**src/rtl/memory_read_arbiter_if.sv**
```systemverilog
// Downstream memory read channel between the arbiter and the memory controller.
// The arbiter drives the request side; the controller answers with ready/data.
interface memory_read_arbiter_if #(
  parameter int ADDR_WIDTH = 32,
  parameter int DATA_WIDTH = 32
);
  logic                  down_read_valid;
  logic                  down_read_ready;
  logic [ADDR_WIDTH-1:0] down_read_addr;
  logic [DATA_WIDTH-1:0] down_read_data;

  modport master (
    output down_read_valid,
    output down_read_addr,
    input  down_read_ready,
    input  down_read_data
  );

  modport slave (
    input  down_read_valid,
    input  down_read_addr,
    output down_read_ready,
    output down_read_data
  );
endinterface

```
**src/rtl/memory_read_arbiter.sv**
```systemverilog
// Round-robin arbiter sharing one memory read channel between NUM_REQ requesters,
// with an idle gap between reads and a watchdog that aborts hung reads.
module memory_read_arbiter #(
  parameter int NUM_REQ    = 2,
  parameter int ADDR_WIDTH = 32,
  parameter int DATA_WIDTH = 32,
  parameter int TIMEOUT    = 255,
  localparam int IDW       = $clog2(NUM_REQ)
) (
  input  logic                          clock,
  input  logic                          reset,
  input  logic [NUM_REQ-1:0]            req_valid,
  input  logic [NUM_REQ*ADDR_WIDTH-1:0] req_address,
  output logic [NUM_REQ-1:0]            req_done,
  output logic [NUM_REQ-1:0]            req_error,
  output logic [DATA_WIDTH-1:0]         req_data,
  output logic [IDW-1:0]                grant_id,
  memory_read_arbiter_if.master         down
);

  localparam int WDW = 16;

  typedef enum logic [1:0] {
    IDLE,
    ISSUE,
    WAIT,
    GAP
  } state_t;

  state_t                  state_q, state_d;
  logic [IDW-1:0]          grant_q, grant_d;
  logic [IDW-1:0]          rr_q, rr_d;
  logic [ADDR_WIDTH-1:0]   addr_q, addr_d;
  logic                    valid_q, valid_d;
  logic [WDW-1:0]          wd_q, wd_d;
  logic [NUM_REQ-1:0]      done_q, done_d;
  logic [NUM_REQ-1:0]      err_q, err_d;
  logic [DATA_WIDTH-1:0]   data_q, data_d;

  logic [2*NUM_REQ-1:0]    dbl;
  logic [2*NUM_REQ-1:0]    rot;
  logic                    found;
  logic [IDW-1:0]          pick;
  logic [ADDR_WIDTH-1:0]   pick_addr;

  // Rotate the request vector so bit 0 is the requester at rr_q.
  always_comb begin
    int pi;
    dbl   = {req_valid, req_valid};
    rot   = dbl >> rr_q;
    found = 1'b0;
    pi    = 0;
    for (int i = 0; i < NUM_REQ; i++) begin
      if (!found && rot[i]) begin
        found = 1'b1;
        pi    = int'(rr_q) + i;
      end
    end
    if (pi >= NUM_REQ) pi = pi - NUM_REQ;
    pick      = IDW'(pi);
    pick_addr = '0;
    for (int i = 0; i < NUM_REQ; i++) begin
      if (IDW'(i) == pick)
        pick_addr = req_address[i*ADDR_WIDTH +: ADDR_WIDTH];
    end
  end

  always_comb begin
    state_d = state_q;
    grant_d = grant_q;
    rr_d    = rr_q;
    addr_d  = addr_q;
    valid_d = valid_q;
    wd_d    = wd_q;
    done_d  = '0;
    err_d   = '0;
    data_d  = data_q;
    unique case (state_q)
      IDLE: begin
        if (found) begin
          grant_d = pick;
          addr_d  = pick_addr;
          state_d = ISSUE;
        end
      end
      ISSUE: begin
        valid_d = 1'b1;
        wd_d    = '0;
        state_d = WAIT;
      end
      WAIT: begin
        wd_d = wd_q + 1'b1;
        if (down.down_read_ready) begin
          done_d[grant_q] = 1'b1;
          data_d          = down.down_read_data;
          valid_d         = 1'b0;
          state_d         = GAP;
        end else if (wd_q == WDW'(TIMEOUT - 1)) begin
          done_d[grant_q] = 1'b1;
          err_d[grant_q]  = 1'b1;
          data_d          = '0;
          valid_d         = 1'b0;
          state_d         = GAP;
        end
      end
      GAP: begin
        if (grant_q == IDW'(NUM_REQ - 1)) rr_d = '0;
        else                              rr_d = grant_q + 1'b1;
        state_d = IDLE;
      end
      default: state_d = IDLE;
    endcase
  end

  always_ff @(posedge clock) begin
    if (reset) begin
      state_q <= IDLE;
      grant_q <= '0;
      rr_q    <= '0;
      addr_q  <= '0;
      valid_q <= 1'b0;
      wd_q    <= '0;
      done_q  <= '0;
      err_q   <= '0;
      data_q  <= '0;
    end else begin
      state_q <= state_d;
      grant_q <= grant_d;
      rr_q    <= rr_d;
      addr_q  <= addr_d;
      valid_q <= valid_d;
      wd_q    <= wd_d;
      done_q  <= done_d;
      err_q   <= err_d;
      data_q  <= data_d;
    end
  end

  assign down.down_read_valid = valid_q;
  assign down.down_read_addr  = addr_q;
  assign req_done             = done_q;
  assign req_error            = err_q;
  assign req_data             = data_q;
  assign grant_id             = grant_q;

endmodule
```
**src/flat_wrapper.sv**
```systemverilog
// flat-port wrapper written by rule: the top's interface ports become plain ports
module memory_read_arbiter_flat 
#(
  parameter int NUM_REQ    = 2,
  parameter int ADDR_WIDTH = 32,
  parameter int DATA_WIDTH = 32,
  parameter int TIMEOUT    = 255,
  localparam int IDW       = $clog2(NUM_REQ)
)
  (clock, reset, req_valid, req_address, req_done, req_error, req_data, grant_id, down_down_read_valid, down_down_read_addr, down_down_read_ready, down_down_read_data);
  memory_read_arbiter_if #(.ADDR_WIDTH(ADDR_WIDTH), .DATA_WIDTH(DATA_WIDTH)) down_i ();
  input  logic clock;
  input  logic reset;
  input  logic [NUM_REQ-1:0] req_valid;
  input  logic [NUM_REQ*ADDR_WIDTH-1:0] req_address;
  output logic [NUM_REQ-1:0] req_done;
  output logic [NUM_REQ-1:0] req_error;
  output logic [DATA_WIDTH-1:0] req_data;
  output logic [IDW-1:0] grant_id;
  output wire logic [$bits(down_i.down_read_valid)-1:0] down_down_read_valid;
  output wire logic [$bits(down_i.down_read_addr)-1:0] down_down_read_addr;
  input wire logic [$bits(down_i.down_read_ready)-1:0] down_down_read_ready;
  input wire logic [$bits(down_i.down_read_data)-1:0] down_down_read_data;
  assign down_down_read_valid = down_i.down_read_valid;
  assign down_down_read_addr = down_i.down_read_addr;
  assign down_i.down_read_ready = down_down_read_ready;
  assign down_i.down_read_data = down_down_read_data;
  memory_read_arbiter #(.NUM_REQ(NUM_REQ), .ADDR_WIDTH(ADDR_WIDTH), .DATA_WIDTH(DATA_WIDTH), .TIMEOUT(TIMEOUT)) u_core (.clock(clock), .reset(reset), .req_valid(req_valid), .req_address(req_address), .req_done(req_done), .req_error(req_error), .req_data(req_data), .grant_id(grant_id), .down(down_i));
endmodule
```
**config.mk**
```make
export PLATFORM = sky130hd
export DESIGN_NAME = memory_read_arbiter_flat
export DESIGN_NICKNAME = d
export VERILOG_FILES = /design/src/rtl/memory_read_arbiter_if.sv /design/src/rtl/memory_read_arbiter.sv /design/src/flat_wrapper.sv
export SDC_FILE = /design/constraint.sdc
export NUM_CORES = 1
export LEC_CHECK = 0
export CORE_UTILIZATION = 45
export CTS_BUF_LIST = sky130_fd_sc_hd__clkbuf_8
export CTS_CLUSTER_DIAMETER = 50
export CTS_CLUSTER_SIZE = 10
export DETAILED_ROUTE_END_ITERATION = 7
export PLACE_DENSITY = 0.93
export SLEW_MARGIN = 5
export SYNTH_ARGS = -nofsm -noshare
export SYNTH_HDL_FRONTEND = slang
export SYNTH_SLANG_ARGS = --single-unit
export TNS_END_PERCENT = 1
```
**constraint.sdc**
```tcl
create_clock -name clock -period 3.35 [get_ports clock]
set_input_delay 0.5025 -clock clock [delete_from_list [all_inputs] [get_ports clock]]
set_output_delay 0.5025 -clock clock [all_outputs]
set_load 0.01 [all_outputs]
```
==> Word-level counts from Yosys, hierarchy flattened <==
Index checks and enable logic that the tools add are counted.
{ "word_totals": {"output_inout_bits": 70, "wordCells": 57, "input_bits": 101, "register_bits": 89} }
{ "classes": {"n_lt_le_gt_ge": 3, "add_sub_neg": 4, "bitwise": 1, "reduce_logical": 12, "mux": 21, "shift": 1, "n_eq_ne": 6} }
{ "op_table": {"columns": ["cell", "n"], "rows": [
  ["2-to-1 mux 32 bit", 3],
  ["one-hot mux 16 bit (2 select lines)", 1],
  ["adder 16 x 1 -> 16 bit (second input constant)", 1],
  ["equality test 16 x 8 -> 1 bit (second input constant)", 1],
  ["2-to-1 mux 2 bit", 6],
  ["2-to-1 mux 1 bit", 8],
  ["one-hot mux 2 bit (4 select lines)", 1],
  ["AND reduction 2 bit", 4],
  ["equality test 2 bit (second input constant)", 2],
  ["nonzero test 2 bit", 2],
  ["right shift 4 x 1 -> 2 bit", 1],
  ["inequality test 3 x 2 -> 1 bit (second input constant)", 1],
  ["OR reduction 3 bit", 1],
  ["adder 1 x 1 -> 2 bit (second input constant)", 1],
  ["equality test 2 x 1 -> 1 bit (second input constant)", 1],
  ["greater-or-equal comparator 2 bit (second input constant)", 1],
  ["logical AND 1 bit", 2],
  ["logical NOT 2 bit", 1],
  ["less-than comparator 1 x 2 -> 1 bit (second input constant)", 1],
  ["inequality test 2 x 1 -> 1 bit (second input constant)", 1],
  ["one-hot mux 1 bit (2 select lines)", 1],
  ["OR reduction 2 bit", 1],
  ["adder 1 bit (second input constant)", 1],
  ["demux 1 bit (select 1 bit)", 1],
  ["other kinds (4)", 4]
]} }

==> Logic depth before layout (Yosys ltp) <==
Gate-level depths: netlist of the first run.
{ "depth": {"ltp_word": 8, "ltp_mapped": 8, "ltp_nobuf": 6} }

==> Worst setup path after synthesis of the first run <==
OpenSTA, ideal clock, no wires.
{ "synth_path": {"path_kind": "register to register", "startpoint": "register u_core.state_q[1]", "endpoint": "register u_core.wd_q[15]", "path_slack_ns": 1.654, "setup_ns": 0.070, "synth_period_minus_slack_ns": 1.696, "arrival_ns": 1.626, "path_stages_with_launch": 8, "n_path_buf": 1, "t_required_ns": 3.280, "path_cell_list": "dfxtp_1 -> inv_1 -> ha_1 -> and4_1 -> buf_2 -> nand4_1 -> or3_1 -> a21oi_1"} }
{ "synth_via": {"elab_chain_len": 2, "elab_cells_between_ends": 4} }
{ "synth_rtl": {"columns": ["element", "line", "source"], "rows": [
  ["start: declaration", "memory_read_arbiter.sv:30", "state_t state_q, state_d;"],
  ["start signal: assignment", "memory_read_arbiter.sv:127", "state_q <= state_d;"],
  ["equality test 2 bit or equality test 2 x 1 -> 1 bit (tied branches)", "memory_read_arbiter.sv:78", "unique case (state_q)"],
  ["one-hot mux 16 bit (2 select lines) or nonzero test 2 bit (tied branches)", null, null],
  ["end signal: assignment", "memory_read_arbiter.sv:132", "wd_q <= wd_d;"],
  ["end: declaration", "memory_read_arbiter.sv:35", "logic [WDW-1:0] wd_q, wd_d;"]
]} }
Parallel ways exist; a longest one is shown, timed or not.
A chain may end at the register's enable or synchronous reset.

==> Worst setup path in the final report of the first run <==
{ "layout_path": {"startpoint": "input port req_valid[1]", "endpoint": "register u_core.addr_q[23] (netlist: u_core.down.down_read_addr[23])"} }
{ "layout_via": {"elab_chain_len": 8, "elab_cells_between_ends": 12} }
{ "layout_rtl": {"columns": ["element", "line", "source"], "rows": [
  ["start: declaration", "flat_wrapper.sv:14", "input logic [NUM_REQ-1:0] req_valid;"],
  ["right shift 4 x 1 -> 2 bit *", "memory_read_arbiter.sv:50", "rot = dbl >> rr_q;"],
  ["2-to-1 mux 1 bit", "memory_read_arbiter.sv:54", "if (!found && rot[i]) begin"],
  ["logical NOT 1 bit", "memory_read_arbiter.sv:54", null],
  ["logical AND 1 bit", "memory_read_arbiter.sv:54", null],
  ["2-to-1 mux 2 bit", "memory_read_arbiter.sv:54", null],
  ["greater-or-equal comparator 2 bit or subtractor 1 bit (tied branches)", "memory_read_arbiter.sv:59", "if (pi >= NUM_REQ) pi = pi - NUM_REQ;"],
  ["2-to-1 mux 1 bit", "memory_read_arbiter.sv:59", null],
  ["2-to-1 mux 32 bit", "memory_read_arbiter.sv:63", "if (IDW'(i) == pick)"],
  ["end signal: assignment", "memory_read_arbiter.sv:130", "addr_q <= addr_d;"],
  ["end: declaration", "memory_read_arbiter.sv:33", "logic [ADDR_WIDTH-1:0] addr_q, addr_d;"]
]} }
Every way passes the cells marked *; elsewhere a longest branch is shown, timed or not.

==> results of run 1 <==
## metal layers
layer | track usage | routed length, µm | up-vias
li1 | - | - | 1560
met1 | 0.2553 | 3833 | 1464
met2 | 0.3864 | 4613 | 129
met3 | 0.07576 | 721 | 11
met4 | 0.07804 | 105 | 0
met5 | 0 | 0 | -
## area by class of cell
class,instances,share of cell area
clock buffer,9,0.02218
clock inverter,7,0.02621
inverter,8,0.005376
multi-input combinational,220,0.2930
sequential,89,0.3190
tap,102,0.02285
timing repair buffer,175,0.3114
## power groups by stage
stage / combinational [mW] / clock [mW] / sequential, mW
floorplan: 0.460 / 0 / 1.51
detailed placement: 1.19 / 0 / 1.44
global placement: 1.15 / 0 / 1.43
CTS: 1.20 / 0.982 / 1.42
global route: 1.29 / 1.03 / 1.44
finish: 1.19 / 0.973 / 1.42
## through the flow
stage / cells / utilization / cell area (µm²) / worst slack (ns)
after floorplan: 341 / - / 3553 / 1.654
after global placement: 594 / 0.6914 / 5315 / 1.031
after CTS: 610 / 0.7266 / 5585 / 1.275
after global routing: 610 / 0.7266 / 5585 / 1.078
final: 610 / 0.7266 / 5585 / 1.244
after detailed placement: 594 / 0.6914 / 5315 / 0.9064
## placed cells by master, fill, tap and decap left out, types with 5 or more instances in the layout
master and count:
inv_1 8, clkbuf_8 9, buf_4 5, nor2_1 46
nand2b_1 5, nand2_1 5, dfxtp_1 89, xor2_1 10
ha_1 6, clkdlybuf4s50_1 170, nand4_1 7, a22o_1 33
a21oi_1 6, a211oi_1 32, nand3_1 5, mux2i_1 34
## cells by family (layout without fill, tap and decap cells)
| logic type | Yosys count | after routing | share of synthesized area |
|---|---|---|---|
| AO/OA/AOI/OAI | 81 | 81 | 0.1842 |
| XOR/XNOR | 11 | 11 | 0.02711 |
| adder cells (fa/ha/maj) | 6 | 6 | 0.02113 |
| buffers and inverters | 32 | 199 | 0.04296 |
| flip-flops | 89 | 89 | 0.5014 |
| multiplexers | 34 | 34 | 0.09578 |
| AND/OR/NAND/NOR | 88 | 88 | 0.1275 |
## worst min-delay path by stage
stage	start	slack, ns	endpoint
after floorplan	u_core.wd_q[14]	0.47	u_core.wd_q[14]
after global placement	u_core.req_data[16]	0.46	u_core.req_data[16]
after detailed placement	u_core.req_data[18]	0.46	u_core.req_data[18]
after CTS	u_core.req_data[24]	0.49	u_core.req_data[24]
after global routing	u_core.req_data[13]	0.51	u_core.req_data[13]
final	u_core.req_data[24]	0.49	u_core.req_data[24]
## flip-flops by register name, indices dropped and copies added (netlist names)
name	flops
u_core.grant_id	1
u_core.wd_q	16
u_core.req_done	2
u_core.state_q	2
u_core.down.down_read_valid	1
u_core.down.down_read_addr	32
u_core.req_data	32
u_core.req_error	2
u_core.rr_q	1
==> run summary, run 1 <==
Status -> completed
Synthesis-to-layout area growth -> 57.18%
First-pass GRT wire length -> 14.52 mm
Critical path's top delay family -> buffers and inverters
Flops & latches, synth -> 89
Initial drt markers -> 96
Largest net degree at the start of global routing -> 35
Final hold vios -> 0
Fillcell total -> 539
Slowest cell delay on critical path -> 0.55 ns
Chip width -> 90.86 µm
Share of cells above drive strength 1 -> 0.05709
Worst setup path end -> u_core.down.down_read_addr[23]
Synth warn -> 0
Setup violators final -> 0
Routed vias/inst -> 5.187
Core Box Area -> 7687 µm²
Tcrit/Tclk final -> 0.6287
Cells after Synth -> 341
Crit path capture type -> flip-flop
Antenna violations before repair -> 0
Setup CP Type -> input port to flip-flop
Pre-antenna DRT Iters -> 6
Tot GR Track Use -> 0.2231
Hold Path Depth -> 1
Area share of the largest cell type after synthesis -> 0.5014
CTS Hold Bufs -> 0
Worst setup SP type -> input port
Ys flop type -> dfxtp_1
Net Sw Frac -> 0.3005
Relative slew slack -> 0.4980
Critical Path RT -> 3.59 ns
Levels on crit path -> 6
Most numerous cell on the critical path -> nor2_1
Site Rows -> 32
Max-slew violation count -> 0
Register Area -> 1782 µm²
Synth unique cells -> 38
Diodes inserted -> 0
Clock buffer depth -> 2
Async S/R FF share, synth -> 0
Io pins -> 171
Setup Fix Bufs, Post-CTS -> 0
RSZ-0062 raised after global routing -> false
R2R setup slack -> 1.31 ns
Sequential share of power -> 0.397
Post-synth net total -> 448
Routability cong. -> 0.7484
Vias -> 3164
Critical-path maximum fanout -> 34
Grt ovf -> 0
Count leader, synth -> dfxtp_1
Cell taking the most area after synthesis -> dfxtp_1
Overall Power -> 3.580 mW
Cell Pwr Density -> 641.0 nW/µm²
Final hold slack -> 0.4854 ns
Max Clock Skew -> 0.01422 ns
Port bufs -> 170
Worst Max-Slew Pin Slew -> 0.7506 ns
Antenna-violating nets left -> 0
Clock buffer count from CTS -> 9
Combinational fraction of design power -> 0.332
Top cells by area, synth -> dfxtp_1 (50%), mux2i_1 (9.6%), a22o_1 (8.1%)
DRC Markers -> 0
Arrival time worst endpoint -> 2.34 ns
VDD IR max -> 0.3842 mV
Sequential area share after synthesis -> 0.5014
Post-DP HPWL -> 6.840 mm
Max-cap violations -> 0
Final Critical Period -> 2.106 ns
CTS Root Cell -> clkbuf_8
Clk_lat worst skew -> 0.36 ns
Final nets -> 610
F_max -> 474.8 MHz
Post-synth EDFFs -> 0
Cell Int Power -> 2.504 mW
Crit path launch -> req_valid[1]
Post-Syn Area per Cell -> 10.42 µm²
CP Cell Sequence -> clkdlybuf4s50_1 -> nor2_1 -> nor2_4 -> buf_4 -> nor2_1 -> a211oi_1
Chip height -> 90.86 µm
Crit Reg-Reg Startpoint -> u_core.state_q[0]
Setup TNS -> 0 ns
Post-Synthesis Cell Area -> 3553 µm²
Vias in the first global route -> 3067
Drt wl/cell -> 15.20 µm
Initial Utilization -> 0.4622
TritonCTS clock tree -> built
Worst hold path class -> flip-flop to flip-flop
Multi-input gate area in the final layout -> 1637 µm²
CTS Sinks -> 89
Die ar. -> 8256 µm²
Worst flop-to-flop path endpoint -> u_core.down.down_read_addr[23]
Clock power share -> 0.272
Post-CTS sizing -> 0
H-tree depth -> 3
R2R cell count -> 7
Most frequent cells after synthesis -> dfxtp_1 (89), nor2_1 (48), mux2i_1 (34)
Critical path buffers and inverters -> 2
Worst-path clk slew -> 0.08 ns
DRT Wirelength -> 9.273 mm
Worst path slowest cell -> nor2_4
Net Switching -> 1.076 mW
Pleak -> 2.222 nW
No activity file was read; power rests on OpenSTA's default activity.
==> inputs of run 2 (changes only) <==
- CORE_UTILIZATION: 45 -> 38
- PLACE_DENSITY: 0.93 -> 0.85
- clock period: 3.35 -> 1.8 ns (I/O delays scaled with it)
==> run 2 against run 1 <==
  * Largest power group unchanged
  * Sequential power rose by 83%
  * Core utilization decreased by 9.2 points
  * Total power rose by 76%
==> run summary, run 2 (synthesis results as in run 1) <==
VDD IR max -> 0.6437 mV (+68%)
Crit Reg-Reg Startpoint -> u_core.state_q[0]
Final Critical Period -> 1.703 ns
F_max -> 587.1 MHz
Vias -> 3217 (+1.7%)
Arrival time worst endpoint -> 1.99 ns (-0.35 ns)
CTS Hold Bufs -> 0 (unchanged)
Max-cap violations -> 0 (unchanged)
Grt ovf -> 0 (unchanged)
Final nets -> 620 (+1.6%)
Post-CTS sizing -> 0 (unchanged)
Tcrit/Tclk final -> 0.9462
DRC Markers -> 0 (unchanged)
CP Cell Sequence -> inv_1 -> ha_1 -> and4_1 -> nand4_1 -> or3_1 -> a21oi_1
Chip height -> 98.70 µm (+8.6%)
Slowest cell delay on critical path -> 0.36 ns (-0.19 ns)
Worst Max-Slew Pin Slew -> 0.4023 ns (-0.3483 ns)
Initial Utilization -> 0.3997 (-0.06258)
Site Rows -> 34 (+6.3%)
Routability cong. -> 0.7868 (+5.1%)
Clock buffer count from CTS -> 9 (unchanged)
Setup CP Type -> flip-flop to flip-flop
Critical path's top delay family -> simple AND/OR/NAND/NOR gates
Drt wl/cell -> 14.70 µm (-3.3%)
Vias in the first global route -> 3151 (+2.7%)
Crit path launch -> u_core.state_q[0]
Pre-antenna DRT Iters -> 4 (-2)
RSZ-0062 raised after global routing -> false
Crit path capture type -> flip-flop
Cell Pwr Density -> 1115 nW/µm² (+74%)
Pleak -> 2.257 nW (+1.6%)
Register Area -> 1785 µm² (+0.21%)
Antenna violations before repair -> 0 (unchanged)
Relative slew slack -> 0.7318 (+0.2338)
CTS Sinks -> 89 (unchanged)
Min-Delay Startpoint -> u_core.grant_id
Status -> completed
Critical-path maximum fanout -> 3 (-91%)
Synthesis-to-layout area growth -> 58.84%
Diodes inserted -> 0 (unchanged)
Final hold slack -> 0.4869 ns (+0.001504 ns)
Worst path slowest cell -> dfxtp_2
Final hold vios -> 0 (unchanged)
Fillcell total -> 680 (+26%)
Clk_lat worst skew -> 0.36 ns (about the same)
Share of cells above drive strength 1 -> 0.08108 (+0.02399)
Setup violators final -> 0 (unchanged)
Routed vias/inst -> 5.139 (-0.92%)
Max-slew violation count -> 0 (unchanged)
Largest net degree at the start of global routing -> 57 (+63%)
H-tree depth -> 3 (unchanged)
CTS Root Cell -> clkbuf_8
Post-DP HPWL -> 6.929 mm (+1.3%)
Port bufs -> 170 (unchanged)
First-pass GRT wire length -> 14.97 mm (+3.1%)
Multi-input gate area in the final layout -> 1637 µm² (unchanged)
Setup Fix Bufs, Post-CTS -> 0 (unchanged)
Critical Path RT -> 2.09 ns (-1.50 ns)
Commonest non-fill, non-tap cell in the layout -> clkdlybuf4s50_1
Worst hold path class -> flip-flop to flip-flop
Die ar. -> 9742 µm² (+18%)
Commonest non-fill, non-tap cells in the layout -> clkdlybuf4s50_1 (170), dfxtp_1 (86), nor2_1 (46)
Tot GR Track Use -> 0.1922 (-0.03087)
DRT Wirelength -> 9.205 mm (-0.73%)
Setup TNS -> 0 ns (unchanged)
Max Clock Skew -> 0.008050 ns (-0.006171 ns)
Io pins -> 171 (unchanged)
Critical path buffers and inverters -> 1 (-1)
TritonCTS clock tree -> built
Antenna-violating nets left -> 0 (unchanged)
Initial drt markers -> 54 (-44%)
Chip width -> 98.70 µm (+8.6%)
Worst setup SP type -> flip-flop
Core Box Area -> 8891 µm² (+16%)
Clock buffer depth -> 2 (unchanged)
Worst-path clk slew -> 0.09 ns (about the same)
## run 2: changes by cell type in the layout (fill, tap and decap cells not counted)
cell       delta
buf_4         +6
dfxtp_1       -3
buf_12        +4
inv_6         -1
clkinv_4      +2
bufinv_16     -4
inv_8         +3
dfxtp_2       +3
## run 2: through the flow
stage               instances    util  power [mW]  instance area [µm²]  setup WS (ns)
floorplan                 341       -       3.663                 3553         0.1044
global placement          610  0.6127       4.914                 5448         0.1247
detailed placement        610  0.6127       4.980                 5448        0.05032
CTS                       626  0.6344       6.356                 5640        0.03475
global route              626  0.6348       6.681                 5644       0.008410
finish                    626  0.6348       6.294                 5644        0.09676
## run 2: cell type report
| class | count | share of cell area |
|---|---|---|
| Multi-Input combinational cell | 220 | 0.2900 |
| Inverter | 8 | 0.005320 |
| Tap cell | 108 | 0.02394 |
| Clock buffer | 9 | 0.02195 |
| Clock inverter | 7 | 0.01219 |
| Sequential cell | 89 | 0.3163 |
| Timing Repair Buffer | 185 | 0.3303 |
## run 2: path summary, 6_finish.rpt
kind / end / slack [ns] / cells past startpoint
min: u_core.req_done[0] / 0.49 / 1
min reg2reg: u_core.req_done[0] / 0.49 / 1
max reg2reg: u_core.wd_q[15] / 0.1 / 6
max: u_core.wd_q[15] / 0.1 / 6
## run 2: power breakdown
| group | leakage (nW) | internal, mW | switching [mW] |
|---|---|---|---|
| clock network | 0.100 | 0.546 | 0.805 |
| logic | 1.43 | 1.30 | 1.04 |
| registers | 0.728 | 2.38 | 0.223 |
| total | 2.26 | 4.22 | 2.07 |
## run 2: metal layers
metal | global-route usage | vias up | share of wire
met3 | 0.06950 | 22 | 0.091
li1 | - | 1581 | -
met4 | 0.09529 | 0 | 0.025
met5 | 0 | - | 0
met1 | 0.2162 | 1479 | 0.41
met2 | 0.3229 | 135 | 0.48
==> inputs of run 3 (changes only) <==
- CORE_UTILIZATION: 38 -> 37
- CTS_BUF_LIST: sky130_fd_sc_hd__clkbuf_8 -> unset
- CTS_CLUSTER_DIAMETER: 50 -> unset
- PLACE_DENSITY: 0.85 -> 0.83
==> run 3 against run 2 <==
  * Cell area rose by 0.38%
  * Clock-buffer cell count is the same
  * Global-route usage decreased by 0.77 points
  * Critical endpoint is now u_core.state_q[0]
  * Core utilization decreased by 2.5 points
  * Total power shrank 0.95%
  * Fmax shrank 0.28%
  * Die area up 2.7%
  * Setup slack worse by 0.0048 ns
  * Register-to-register slack hardly changed
  * Cell count up 3.5%
  * Sequential power is essentially flat
  * Clock power about the same
==> run summary, run 3 (synthesis results as in run 1) <==
Worst hold path class -> flip-flop to flip-flop
Worst Max-Slew Pin Slew -> 0.4480 ns (+0.04576 ns)
Largest net degree at the start of global routing -> 45 (-21%)
Chip width -> 100 µm (+1.3%)
Crit Reg-Reg Startpoint -> u_core.wd_q[0]
Max Clock Skew -> 0.01798 ns (+0.009930 ns)
VDD IR max -> 0.5868 mV (-8.9%)
Hold Path Depth -> 1 (unchanged)
Dpl ws -> 0.02322 ns (-0.02709 ns)
Routability cong. -> 0.8004 (+1.7%)
Synthesis-to-layout area growth -> 59.44%
Setup violators final -> 0 (unchanged)
Io pins -> 171 (unchanged)
Met2 Routed Length -> 4.616 mm (+5.2%)
R2R cell count -> 7 (+1)
Setup TNS -> 0 ns (unchanged)
Initial drt markers -> 81 (+50%)
Max-cap violations -> 0 (unchanged)
Final Critical Period -> 1.708 ns (+0.004792 ns)
Vias in the first global route -> 3081 (-2.2%)
Vias -> 3147 (-2.2%)
Tot GR Track Use -> 0.1846 (-0.007688)
Relative slew slack -> 0.7013 (-0.03051)
F_max -> 585.5 MHz (-0.28%)
Antenna violations before repair -> 0 (unchanged)
Commonest non-fill, non-tap cell in the layout -> clkdlybuf4s50_1
Clock buffer count from CTS -> 9 (unchanged)
Met1 WL -> 3.881 mm (+3.5%)
Share of cells above drive strength 1 -> 0.07900 (-0.002083)
Clock buffer depth -> 2 (unchanged)
Highest metal used -> met4
CTS Root Cell -> clkbuf_8
Post-DP HPWL -> 6.876 mm (-0.75%)
Diodes inserted -> 0 (unchanged)
Tcrit/Tclk final -> 0.9489 (+0.002662)
Commonest non-fill, non-tap cells in the layout -> clkdlybuf4s50_1 (170), dfxtp_1 (89), nor2_1 (46)
Final hold vios -> 0 (unchanged)
First-pass GRT wire length -> 14.60 mm (-2.4%)
Max-slew violation count -> 0 (unchanged)
Site Rows -> 35 (+2.9%)
Met3 WL -> 632 µm (-25%)
DRT Wirelength -> 9.221 mm (+0.17%)
Crit path launch -> u_core.wd_q[0]
H-tree depth -> 3 (unchanged)
Grt ovf -> 0 (unchanged)
Fillcell total -> 788 (+16%)
Arrival time worst endpoint -> 1.98 ns (about the same)
Port bufs -> 170 (unchanged)
Setup CP Type -> flip-flop to flip-flop
Crit path capture type -> flip-flop
Routed vias/inst -> 4.856 (-5.5%)
Worst-path clk slew -> 0.10 ns (about the same)
Final nets -> 621 (+0.16%)
Cell Pwr Density -> 1100 nW/µm² (-1.3%)
Setup Fix Bufs, Post-CTS -> 0 (unchanged)
Antenna-violating nets left -> 0 (unchanged)
Drt wl/cell -> 14.23 µm (-3.2%)
Pleak -> 2.251 nW (-0.26%)
RSZ-0062 raised after global routing -> true
Pre-antenna DRT Iters -> 4 (unchanged)
Core Box Area -> 9284 µm² (+4.4%)
Chip height -> 100 µm (+1.3%)
Core Util, Final -> 0.6102 (-0.02457)
Critical-path maximum fanout -> 4 (+1)
CTS Sinks -> 89 (unchanged)
Final setup margin -> 0.09197 ns (-0.004792 ns)
Die ar. -> 10000 µm² (+2.7%)
Status -> completed
Clk_lat worst skew -> 0.37 ns (about the same)
Worst setup SP type -> flip-flop
Initial Utilization -> 0.3827 (-0.01691)
TritonCTS clock tree -> built
Min-Delay Startpoint -> u_core.grant_id
DRC Markers -> 0 (unchanged)
Critical Path RT -> 2.07 ns (-0.02 ns)
## run 3: cell count changes in the layout (fill, tap and decap cells not counted), sizes merged
cell / before / now
clkinvlp: 0 / 2
buf: 15 / 16
clkinv: 2 / 1
inv: 13 / 12
## run 3: final timing paths
path	end	slack [ns]
min	u_core.req_done[0]	0.48
max reg2reg	u_core.state_q[0]	0.09
min reg2reg	u_core.req_done[0]	0.48
max	u_core.state_q[0]	0.09
## run 3: layer usage
| layer | up-vias | global-route usage |
|---|---|---|
| met5 | - | 0 |
| met4 | 0 | 0.04794 |
| met3 | 9 | 0.06616 |
| met2 | 113 | 0.3268 |
| met1 | 1446 | 0.2109 |
| li1 | 1579 | - |
## run 3: per-stage QoR
step | power [mW] | hold WS, ns | cells | cell area [µm²]
floorplan | 3.663 | 0.3469 | 341 | 3553
global placement | 4.872 | 0.4610 | 632 | 5469
detailed placement | 4.934 | 0.4631 | 632 | 5469
CTS | 6.304 | 0.4725 | 648 | 5664
global route | 6.619 | 0.4707 | 648 | 5665
finish | 6.235 | 0.4831 | 648 | 5665
## run 3: power breakdown
group | switching (mW) | internal [mW] | leakage, nW | total (mW)
combinational | 1.02 | 1.27 | 1.43 | 2.29
clock | 0.806 | 0.542 | 0.0931 | 1.35
sequential | 0.224 | 2.38 | 0.727 | 2.60
## run 3: critical path, stage by stage, from the launching register on
cell and delay (ns):
dfxtp_1 0.35, inv_1 0.08, ha_1 0.16, and3b_1 0.24, a41oi_4 0.14, buf_4 0.18
a22o_1 0.20, a221oi_1 0.27
## run 3: area by class of cell
| type | instances | area, µm² | share of cell area |
|---|---|---|---|
| repair buffers | 186 | 1859 | 0.3282 |
| inverters | 8 | 30.03 | 0.005300 |
| clock inverters | 7 | 71.32 | 0.01259 |
| well taps | 129 | 161.4 | 0.02849 |
| clock buffers | 9 | 123.9 | 0.02186 |
| flip-flops and latches | 89 | 1782 | 0.3145 |
| multi-input cells | 220 | 1638 | 0.2891 |
## run 3: repair_timing
item	in CTS	in global routing
gates resized for setup	0	1
setup endpoints to repair	0	3
hold buffers	0	0
endpoints found under the hold margin	0	0
